$ cat src/rtl/dio_slot_bank.sv
// dio_slot_bank: a bank of SLOTS digital I/O slots. Each slot has DATA_W pins
// and a set of DATA_W-wide registers on a simple single-cycle strobe bus.
//
// Register map: address = type*SLOTS + slot
//   0 OUT        pad output values (slot_o)
//   1 IN         synchronised pad inputs (read-only)
//   2 DIR        per-pin output enable (slot_oe), 1 = drive
//   3 INT_STATUS sticky edge flags (read-only)
//   4 INT_MASK   gates INT_STATUS onto irq
//   5 INT_CLEAR  write 1 to clear INT_STATUS bits (write-only, reads 0)
//   6 INT_RISE   enable rising-edge capture
//   7 INT_FALL   enable falling-edge capture
// Any address >= 8*SLOTS is acknowledged, reads 0 and ignores writes.
//
// Ports:
//   sys_clk, sys_rst_n      clock, asynchronous active-low reset
//   bus_stb, bus_we         one-cycle access request, 1 = write
//   bus_addr, bus_wdata     access address and write data
//   bus_rdata, bus_ack      registered read data and completion, one cycle later
//   slot_i                  pad inputs, slot s at [s*DATA_W +: DATA_W]
//   slot_o, slot_oe         pad output values and output enables
//   irq                     registered OR of INT_STATUS & INT_MASK over all slots
module dio_slot_bank #(
  parameter int SLOTS       = 1,
  parameter int DATA_W      = 16,
  parameter int ADDR_W      = 8,
  parameter int SYNC_STAGES = 2
) (
  input  logic                    sys_clk,
  input  logic                    sys_rst_n,
  input  logic                    bus_stb,
  input  logic                    bus_we,
  input  logic [ADDR_W-1:0]       bus_addr,
  input  logic [DATA_W-1:0]       bus_wdata,
  output logic [DATA_W-1:0]       bus_rdata,
  output logic                    bus_ack,
  input  logic [SLOTS*DATA_W-1:0] slot_i,
  output logic [SLOTS*DATA_W-1:0] slot_o,
  output logic [SLOTS*DATA_W-1:0] slot_oe,
  output logic                    irq
);

  localparam int NB      = SLOTS * DATA_W;
  localparam int SW      = (SLOTS > 1) ? $clog2(SLOTS) : 1;
  localparam int ARM_MAX = SYNC_STAGES + 1;
  localparam int AW      = $clog2(ARM_MAX + 1);

  logic [NB-1:0]     out_r;
  logic [NB-1:0]     dir_r;
  logic [NB-1:0]     mask_r;
  logic [NB-1:0]     status_r;
  logic [NB-1:0]     rise_r;
  logic [NB-1:0]     fall_r;
  logic [NB-1:0]     sync_r [SYNC_STAGES];
  logic [NB-1:0]     dly_r;
  logic [AW-1:0]     arm_cnt_r;
  logic [DATA_W-1:0] rdata_r;
  logic              ack_r;
  logic              irq_r;

  logic              hit_s;
  logic [2:0]        sel_type_s;
  logic [SW-1:0]     sel_slot_s;
  logic              wr_s;
  logic [DATA_W-1:0] rd_s;
  logic [NB-1:0]     sync_out_s;
  logic [NB-1:0]     rise_ev_s;
  logic [NB-1:0]     fall_ev_s;
  logic              armed_s;
  logic [NB-1:0]     set_s;
  logic [NB-1:0]     clr_s;
  logic [NB-1:0]     status_nx_s;

  assign slot_o    = out_r;
  assign slot_oe   = dir_r;
  assign bus_rdata = rdata_r;
  assign bus_ack   = ack_r;
  assign irq       = irq_r;

  assign sync_out_s = sync_r[SYNC_STAGES-1];
  assign rise_ev_s  = sync_out_s & ~dly_r;
  assign fall_ev_s  = ~sync_out_s & dly_r;
  assign armed_s    = (arm_cnt_r == AW'(ARM_MAX));
  assign wr_s       = bus_stb & bus_we & hit_s;

  // Address decode: match against every legal type/slot pair so that
  // non-power-of-two SLOTS needs no divider.
  always_comb begin
    hit_s      = 1'b0;
    sel_type_s = 3'd0;
    sel_slot_s = {SW{1'b0}};
    for (int t = 0; t < 8; t++) begin
      for (int s = 0; s < SLOTS; s++) begin
        hit_s      = hit_s | (bus_addr == ADDR_W'(t * SLOTS + s));
        sel_type_s = (bus_addr == ADDR_W'(t * SLOTS + s)) ? 3'(t) : sel_type_s;
        sel_slot_s = (bus_addr == ADDR_W'(t * SLOTS + s)) ? SW'(s) : sel_slot_s;
      end
    end
  end

  // Read multiplexer over the selected slot's registers.
  always_comb begin
    int base;
    base = int'(sel_slot_s) * DATA_W;
    rd_s = {DATA_W{1'b0}};
    if (hit_s) begin
      case (sel_type_s)
        3'd0:    rd_s = out_r[base +: DATA_W];
        3'd1:    rd_s = sync_out_s[base +: DATA_W];
        3'd2:    rd_s = dir_r[base +: DATA_W];
        3'd3:    rd_s = status_r[base +: DATA_W];
        3'd4:    rd_s = mask_r[base +: DATA_W];
        3'd6:    rd_s = rise_r[base +: DATA_W];
        3'd7:    rd_s = fall_r[base +: DATA_W];
        default: rd_s = {DATA_W{1'b0}};
      endcase
    end else begin
      rd_s = {DATA_W{1'b0}};
    end
  end

  // Interrupt status next state: edge set wins over a simultaneous clear.
  always_comb begin
    clr_s = {NB{1'b0}};
    for (int s = 0; s < SLOTS; s++) begin
      clr_s[s*DATA_W +: DATA_W] =
        (wr_s && (sel_type_s == 3'd5) && (sel_slot_s == SW'(s))) ? bus_wdata : {DATA_W{1'b0}};
    end
    set_s       = armed_s ? ((rise_ev_s & rise_r) | (fall_ev_s & fall_r)) : {NB{1'b0}};
    status_nx_s = (status_r & ~clr_s) | set_s;
  end

  // Register file writes and sticky status update.
  always_ff @(posedge sys_clk or negedge sys_rst_n) begin
    if (!sys_rst_n) begin
      out_r    <= {NB{1'b0}};
      dir_r    <= {NB{1'b0}};
      mask_r   <= {NB{1'b0}};
      status_r <= {NB{1'b0}};
      rise_r   <= {NB{1'b1}};
      fall_r   <= {NB{1'b0}};
    end else begin
      status_r <= status_nx_s;
      for (int s = 0; s < SLOTS; s++) begin
        if (wr_s && (sel_slot_s == SW'(s))) begin
          case (sel_type_s)
            3'd0:    out_r[s*DATA_W +: DATA_W]  <= bus_wdata;
            3'd2:    dir_r[s*DATA_W +: DATA_W]  <= bus_wdata;
            3'd4:    mask_r[s*DATA_W +: DATA_W] <= bus_wdata;
            3'd6:    rise_r[s*DATA_W +: DATA_W] <= bus_wdata;
            3'd7:    fall_r[s*DATA_W +: DATA_W] <= bus_wdata;
            default: ;
          endcase
        end
      end
    end
  end

  // Input synchroniser chain plus the one-cycle delayed copy for edge detection.
  always_ff @(posedge sys_clk or negedge sys_rst_n) begin
    if (!sys_rst_n) begin
      for (int i = 0; i < SYNC_STAGES; i++) begin
        sync_r[i] <= {NB{1'b0}};
      end
      dly_r <= {NB{1'b0}};
    end else begin
      sync_r[0] <= slot_i;
      for (int i = 1; i < SYNC_STAGES; i++) begin
        sync_r[i] <= sync_r[i-1];
      end
      dly_r <= sync_out_s;
    end
  end

  // Arm counter: edge detection stays off until the synchroniser and delay
  // stage hold post-reset pad levels, so static pads never look like edges.
  always_ff @(posedge sys_clk or negedge sys_rst_n) begin
    if (!sys_rst_n) begin
      arm_cnt_r <= {AW{1'b0}};
    end else if (!armed_s) begin
      arm_cnt_r <= arm_cnt_r + AW'(1);
    end else begin
      arm_cnt_r <= arm_cnt_r;
    end
  end

  // Bus response and interrupt output registers; read data holds across writes.
  always_ff @(posedge sys_clk or negedge sys_rst_n) begin
    if (!sys_rst_n) begin
      ack_r   <= 1'b0;
      rdata_r <= {DATA_W{1'b0}};
      irq_r   <= 1'b0;
    end else begin
      ack_r <= bus_stb;
      if (bus_stb && !bus_we) begin
        rdata_r <= rd_s;
      end else begin
        rdata_r <= rdata_r;
      end
      irq_r <= |(status_r & mask_r);
    end
  end

endmodule

$ cat config.mk
export PLATFORM = sky130hd
export DESIGN_NAME = dio_slot_bank
export DESIGN_NICKNAME = d
export VERILOG_FILES = /design/src/rtl/dio_slot_bank.sv
export SDC_FILE = /design/constraint.sdc
export NUM_CORES = 1
export LEC_CHECK = 0
export ABC_CLOCK_PERIOD_IN_PS = 2200
export CORE_UTILIZATION = 30
export DETAILED_ROUTE_END_ITERATION = 10
export GPL_TIMING_DRIVEN = 0
export SETUP_SLACK_MARGIN = 0.05
export SKIP_CTS_REPAIR_TIMING = 1
export SYNTH_ARGS = -nofsm -noshare
export SYNTH_HDL_FRONTEND = slang
export SYNTH_SLANG_ARGS = --single-unit
export TNS_END_PERCENT = 20
$ cat constraint.sdc
create_clock -name sys_clk -period 2.2 [get_ports sys_clk]
set_clock_uncertainty 0.1 [all_clocks]
set_input_delay 0.22 -clock sys_clk [delete_from_list [all_inputs] [get_ports sys_clk]]
set_output_delay 0.22 -clock sys_clk [all_outputs]
set_load 0.02 [all_outputs]
# == Word-level counts from Yosys, hierarchy flattened ==
# Index checks and enable logic that the tools add are counted.
# word_totals
register_bits,164
elab_cells,71
# op_classes
reduce_logical,11
n_addsub,1
n_mux,11
eq_ne,15
n_bitwise,20
# op_table
operator,count
case mux 16 bit (7 select lines),1
bitwise AND 16 bit,6
2-to-1 mux 16 bit,3
inverter 16 bit,3
== test 8 x 3 -> 1 bit (second input constant),4
OR 16 bit,2
== test 8 x 2 -> 1 bit (second input constant),2
OR reduction 16 bit,1
== test 3 bit (second input constant),4
2-to-1 mux 3 bit,4
AND reduction 2 bit,5
== test 8 x 1 -> 1 bit (second input constant),1
logical NOT 8 bit,1
OR 1 bit,7
== test 3 x 2 -> 1 bit (second input constant),2
2-to-1 mux 2 bit,2
== test 3 x 1 -> 1 bit (second input constant),1
logical NOT 3 bit,1
adder 2 x 1 -> 2 bit (second input constant),1
bitwise AND 1 bit,2
== test 2 bit (second input constant),1
logical AND 1 bit,2
logical NOT 1 bit,1
2-to-1 mux 1 bit,1

# == Logic depth before layout (Yosys ltp) ==
# logic_depth
word_depth,14
mapped_depth,6
ltp_nobuf,4

# == Worst setup path before layout ==
# No wires, ideal clock.
# synth_timing
path_kind,input -> register
startpoint,input port bus_addr[3]
endpoint,"register out_r[10], in the netlist slot_o[10]"
arrival_ns,1.745
t_required_ns,1.975
slack_ns,0.230
path_stages,5
path_cell_list,or3_4 -> or4_1 -> buf_2 -> buf_6 -> mux2_4
# synth_via
elab_chain_len,10
elab_cells_between_ends,25
cone_classes,eq/ne: 7; mux: 7; bitwise: 8; reduce/logical: 3
# synth_rtl
item,line,rtl
"start, declared",33,"input logic [ADDR_W-1:0] bus_addr,"
== test 8 x 1 -> 1 bit / logical NOT 8 bit (equally long branches),-,
2-to-1 mux 1 bit / OR 1 bit (equally long branches),"95, 94",
2-to-1 mux 2 bit / OR 1 bit (equally long branches) (2 in a row),"95, 94",
2-to-1 mux 3 bit / OR 1 bit (equally long branches) (4 in a row),"95, 94",
logical NOT 3 bit / bitwise AND 1 bit (equally long branches),"146, 84",
AND reduction 2 bit (no line) *,-,
"end signal, assigned",136,out_r <= {NB{1'b0}};
"end signal, assigned by index",147,3'd0: out_r[s*DATA_W +: DATA_W] <= bus_wdata;
"end, declared",48,logic [NB-1:0] out_r;
# Mark *: on every way between the ends. The rest lies on a longest branch, timed or not.
# A chain may end at the register's enable or synchronous reset.

# == Worst setup path in the final report ==
# layout_timing
startpoint,input port bus_addr[0]
endpoint,register status_r[13]
# layout_via
elab_chain_len,14
elab_cells_between_ends,29
cone_classes,eq/ne: 8; mux: 8; bitwise: 11; reduce/logical: 2
# layout_rtl
item,line,rtl
== test 8 x 1 -> 1 bit / logical NOT 8 bit (equally long branches),-,
2-to-1 mux 1 bit / OR 1 bit (equally long branches),"95, 94",
2-to-1 mux 2 bit / OR 1 bit (equally long branches) (2 in a row),"95, 94",
2-to-1 mux 3 bit / OR 1 bit (equally long branches) (4 in a row),"95, 94",
== test 3 bit / bitwise AND 1 bit (equally long branches),"127, 84",
logical AND 1 bit *,127,(wr_s && (sel_type_s == 3'd5) && (sel_slot_s == SW'(s))) ? bus_wdata : {DATA_W{1'b0}};
2-to-1 mux 16 bit *,127,
inverter 16 bit *,130,status_nx_s = (status_r & ~clr_s) | set_s;
bitwise AND 16 bit *,130,
OR 16 bit *,130,
named net status_nx_s[13],72,logic [NB-1:0] status_nx_s;
"end signal, assigned",139,status_r <= {NB{1'b0}};
"end signal, assigned",143,status_r <= status_nx_s;
"end, declared",51,logic [NB-1:0] status_r;
# Mark *: on every way through the listed nets, which the timed path passes. The rest lies on a longest branch.

==> flow_summary.ini <==
[finish]
fin_util = 0.397
drive_above_1_share = 0.254
syn_to_final_growth_pct = 29.5
diodes = 0
nets = 698
final_area_mm2 = 0.00898

[cts]
cts_sinks = 164
cts_tree = built
h-tree-depth = 4
cts.reportedPaths.clkPinSlew_ns = 0.07
numCtsBuffers = 17
clock_latency_ns = 0.43
cts_root_buffer = clkbuf_16
clk_path_buf_depth = 2

[detailed_routing]
met2_wirelength_um = 9260
wl_met1_um = 8720
vias = 4913
first_pass_iters = 5
post_drt_wl_per_cell_um = 20.7
avgViaCountPerCell = 5.17
wl_met3_um = 947
highest_layer = met4
wirelength_um = 19700
drc = 0
drt_iter0_markers = 370
drtAntennaViolNets = 0

[logic_synthesis]
netlist_instances = 533
synth_top_family_by_area = multiplexers
synth.mux.area_fraction = 0.187
synth_top_area_cell = dfrtp_1
syn_nets = 578
synth-seq-cells = 164
synth-compound-area-share = 0.100
yosysWarnings = 0
synth.avg_cell_area_um2 = 13.0
synthFlopType = dfrtp_1
synth-edff-count = 0
synth_cell_types = 42
async_reset_ff_frac = 1.00
synthSimpleGateAreaFrac = 0.0982
ys_seq_area_frac = 0.595
syn-cell-area_mm2 = 0.00693
synth_top_area_share = 0.534
synth.top_cells.by_area = dfrtp_1 (53%), mux2_2 (12%), dfstp_2 (6.1%)
yosysMostFrequentCell = dfrtp_1
synth_common_cells = dfrtp_1 (148), mux2_2 (71), nand2_1 (42)
synth-adder-area-share = 0.00180
synth_xor_area_frac = 0.00126

[sta]
grt_setup_unrepaired = false
slew_headroom = 0.164
period_share = 0.972
slew_viol_final = 0
hold_viol_final = 0
period_minus_slack_ns = 2.14
worst_slack_ns = 0.0611
worstMarginPinSlew_ns = 1.24
setup_violations = 0
fmax_mhz = 468

[flow_run]
max_cap_violations = 0

[hold_path]
min_path_type = in2reg

[power]
leakagePower_nw = 3.94
peakVddDrop_v = 0.000555
power.density_mw_per_mm2 = 763

[critical_path]
path_class = in2reg
cp-end-kind = register
crit_arrival_ns = 2.35
worst-endpoint-required_ns = 2.41
start_kind = input port
cp_max_fo = 10

[status]
run_status = complete, no violations

[grt]
antenna_found_initial = 0
globalRouteOverflowTotal = 0
grt_use_total = 0.172
grt_pass1_wl_um = 30200
first_global_vias = 5075
grt_max_degree = 84

[die]
core_area_mm2 = 0.0226
die_width_um = 154
row_count = 55
io_pins = 94
initial_core_util = 0.306
dieArea_mm2 = 0.0237
die_h_um = 154

[placement]
io_buffers = 93
place_area_mm2 = 0.00826
place_congestion = 0.825
dp_hpwl_um = 13400
post-place-ws_ns = -1.02
==> cells by family (layout without fill, tap and decap cells) <==
group,count (synthesis),count (layout)
flops,164,164
simple gates,123,123
mux,113,113
buf+inv,25,158
compound gates,106,106
fa+ha+maj,1,1
xor+xnor,1,1
==> report_power, final <==
part / internal (mW) / total (mW) / leakage, nW / switching [mW]
logic: 0.291 / 0.591 / 1.59 / 0.300
registers: 3.20 / 3.36 / 2.09 / 0.157
clock network: 1.64 / 2.90 / 0.271 / 1.26
==> final cells by class <==
type	count	area (um^2)
clock inverter	12	124
tap	285	357
sequential	164	4120
timing repair buffer	102	1020
buffer	24	158
fill	2076	13700
multi-input combinational	344	2740
clock buffer	20	457
==> layout by cell type, fill, tap and decap left out, types with 10 or more instances in the layout <==
master           count
clkdlybuf4s50_1     91
mux2_2              71
nand2_1             40
nor2b_1             11
dfstp_2             16
mux2_4              10
clkbuf_16           17
nor2_1              20
dfrtp_1            148
nand3b_1            17
a22o_1              20
o21ai_0             27
mux2i_1             30
a21oi_1             29
==> metal layers <==
| metal | vias up | global-route usage |
|---|---|---|
| li1 | 2210 | - |
| met1 | 2469 | 0.221 |
| met2 | 184 | 0.272 |
| met3 | 50 | 0.0330 |
| met4 | 0 | 0.0957 |
| met5 | - | 0 |
==> state kept, by name (all words and copies together), names as in the netlist <==
register,count
fall_r,16
irq,1
mask_r,16
sync_r,16
slot_oe,16
rise_r,16
slot_o,16
bus_rdata,16
status_r,16
sync_out_s,16
bus_ack,1
dly_r,16
arm_cnt_r,2
==> per-stage QoR <==
| stage | hold WS, ns | TNS (ns) | instances | power [mW] |
|---|---|---|---|---|
| finish | 0.120 | 0 | 951 | 6.85 |
| global route | 0.112 | 0 | 951 | 7.09 |
| CTS | -0.239 | -19.92 | 945 | 6.88 |
| detailed placement | 0.213 | -64.43 | 913 | 3.98 |
| global placement | 0.234 | -946.22 | 911 | 3.96 |
| floorplan | -0.176 | 0 | 533 | 3.63 |
==> path summary, 6_finish.rpt <==
kind	start	to	slack, ns	cells after the start
max in group asynchronous	sys_rst_n	rise_r[7]$_DFFE_PN1P_	0.81	3
worst max-delay path	bus_addr[0]	status_r[13]$_DFF_PN0_	0.06	7
worst min-delay path	slot_i[2]	sync_r[18]$_DFF_PN0_	0.12	1
min in group asynchronous	sys_rst_n	sync_r[31]$_DFF_PN0_	0.30	2
worst max register to register	arm_cnt_r[0]$_DFFE_PN0N_	status_r[13]$_DFF_PN0_	0.22	4
worst min register to register	sync_r[26]$_DFF_PN0_	sync_out_s[10]$_DFF_PN0_	0.25	0
==> worst max-delay path, cell delays in order <==
cell and delay, ns:
clkdlybuf4s50_1 0.57, buf_2 0.34, nand3b_1 0.21, nor4_4 0.35
buf_2 0.34, nand2_1 0.12, a22o_1 0.20
Note: power is estimated with default switching activity, not from simulation.
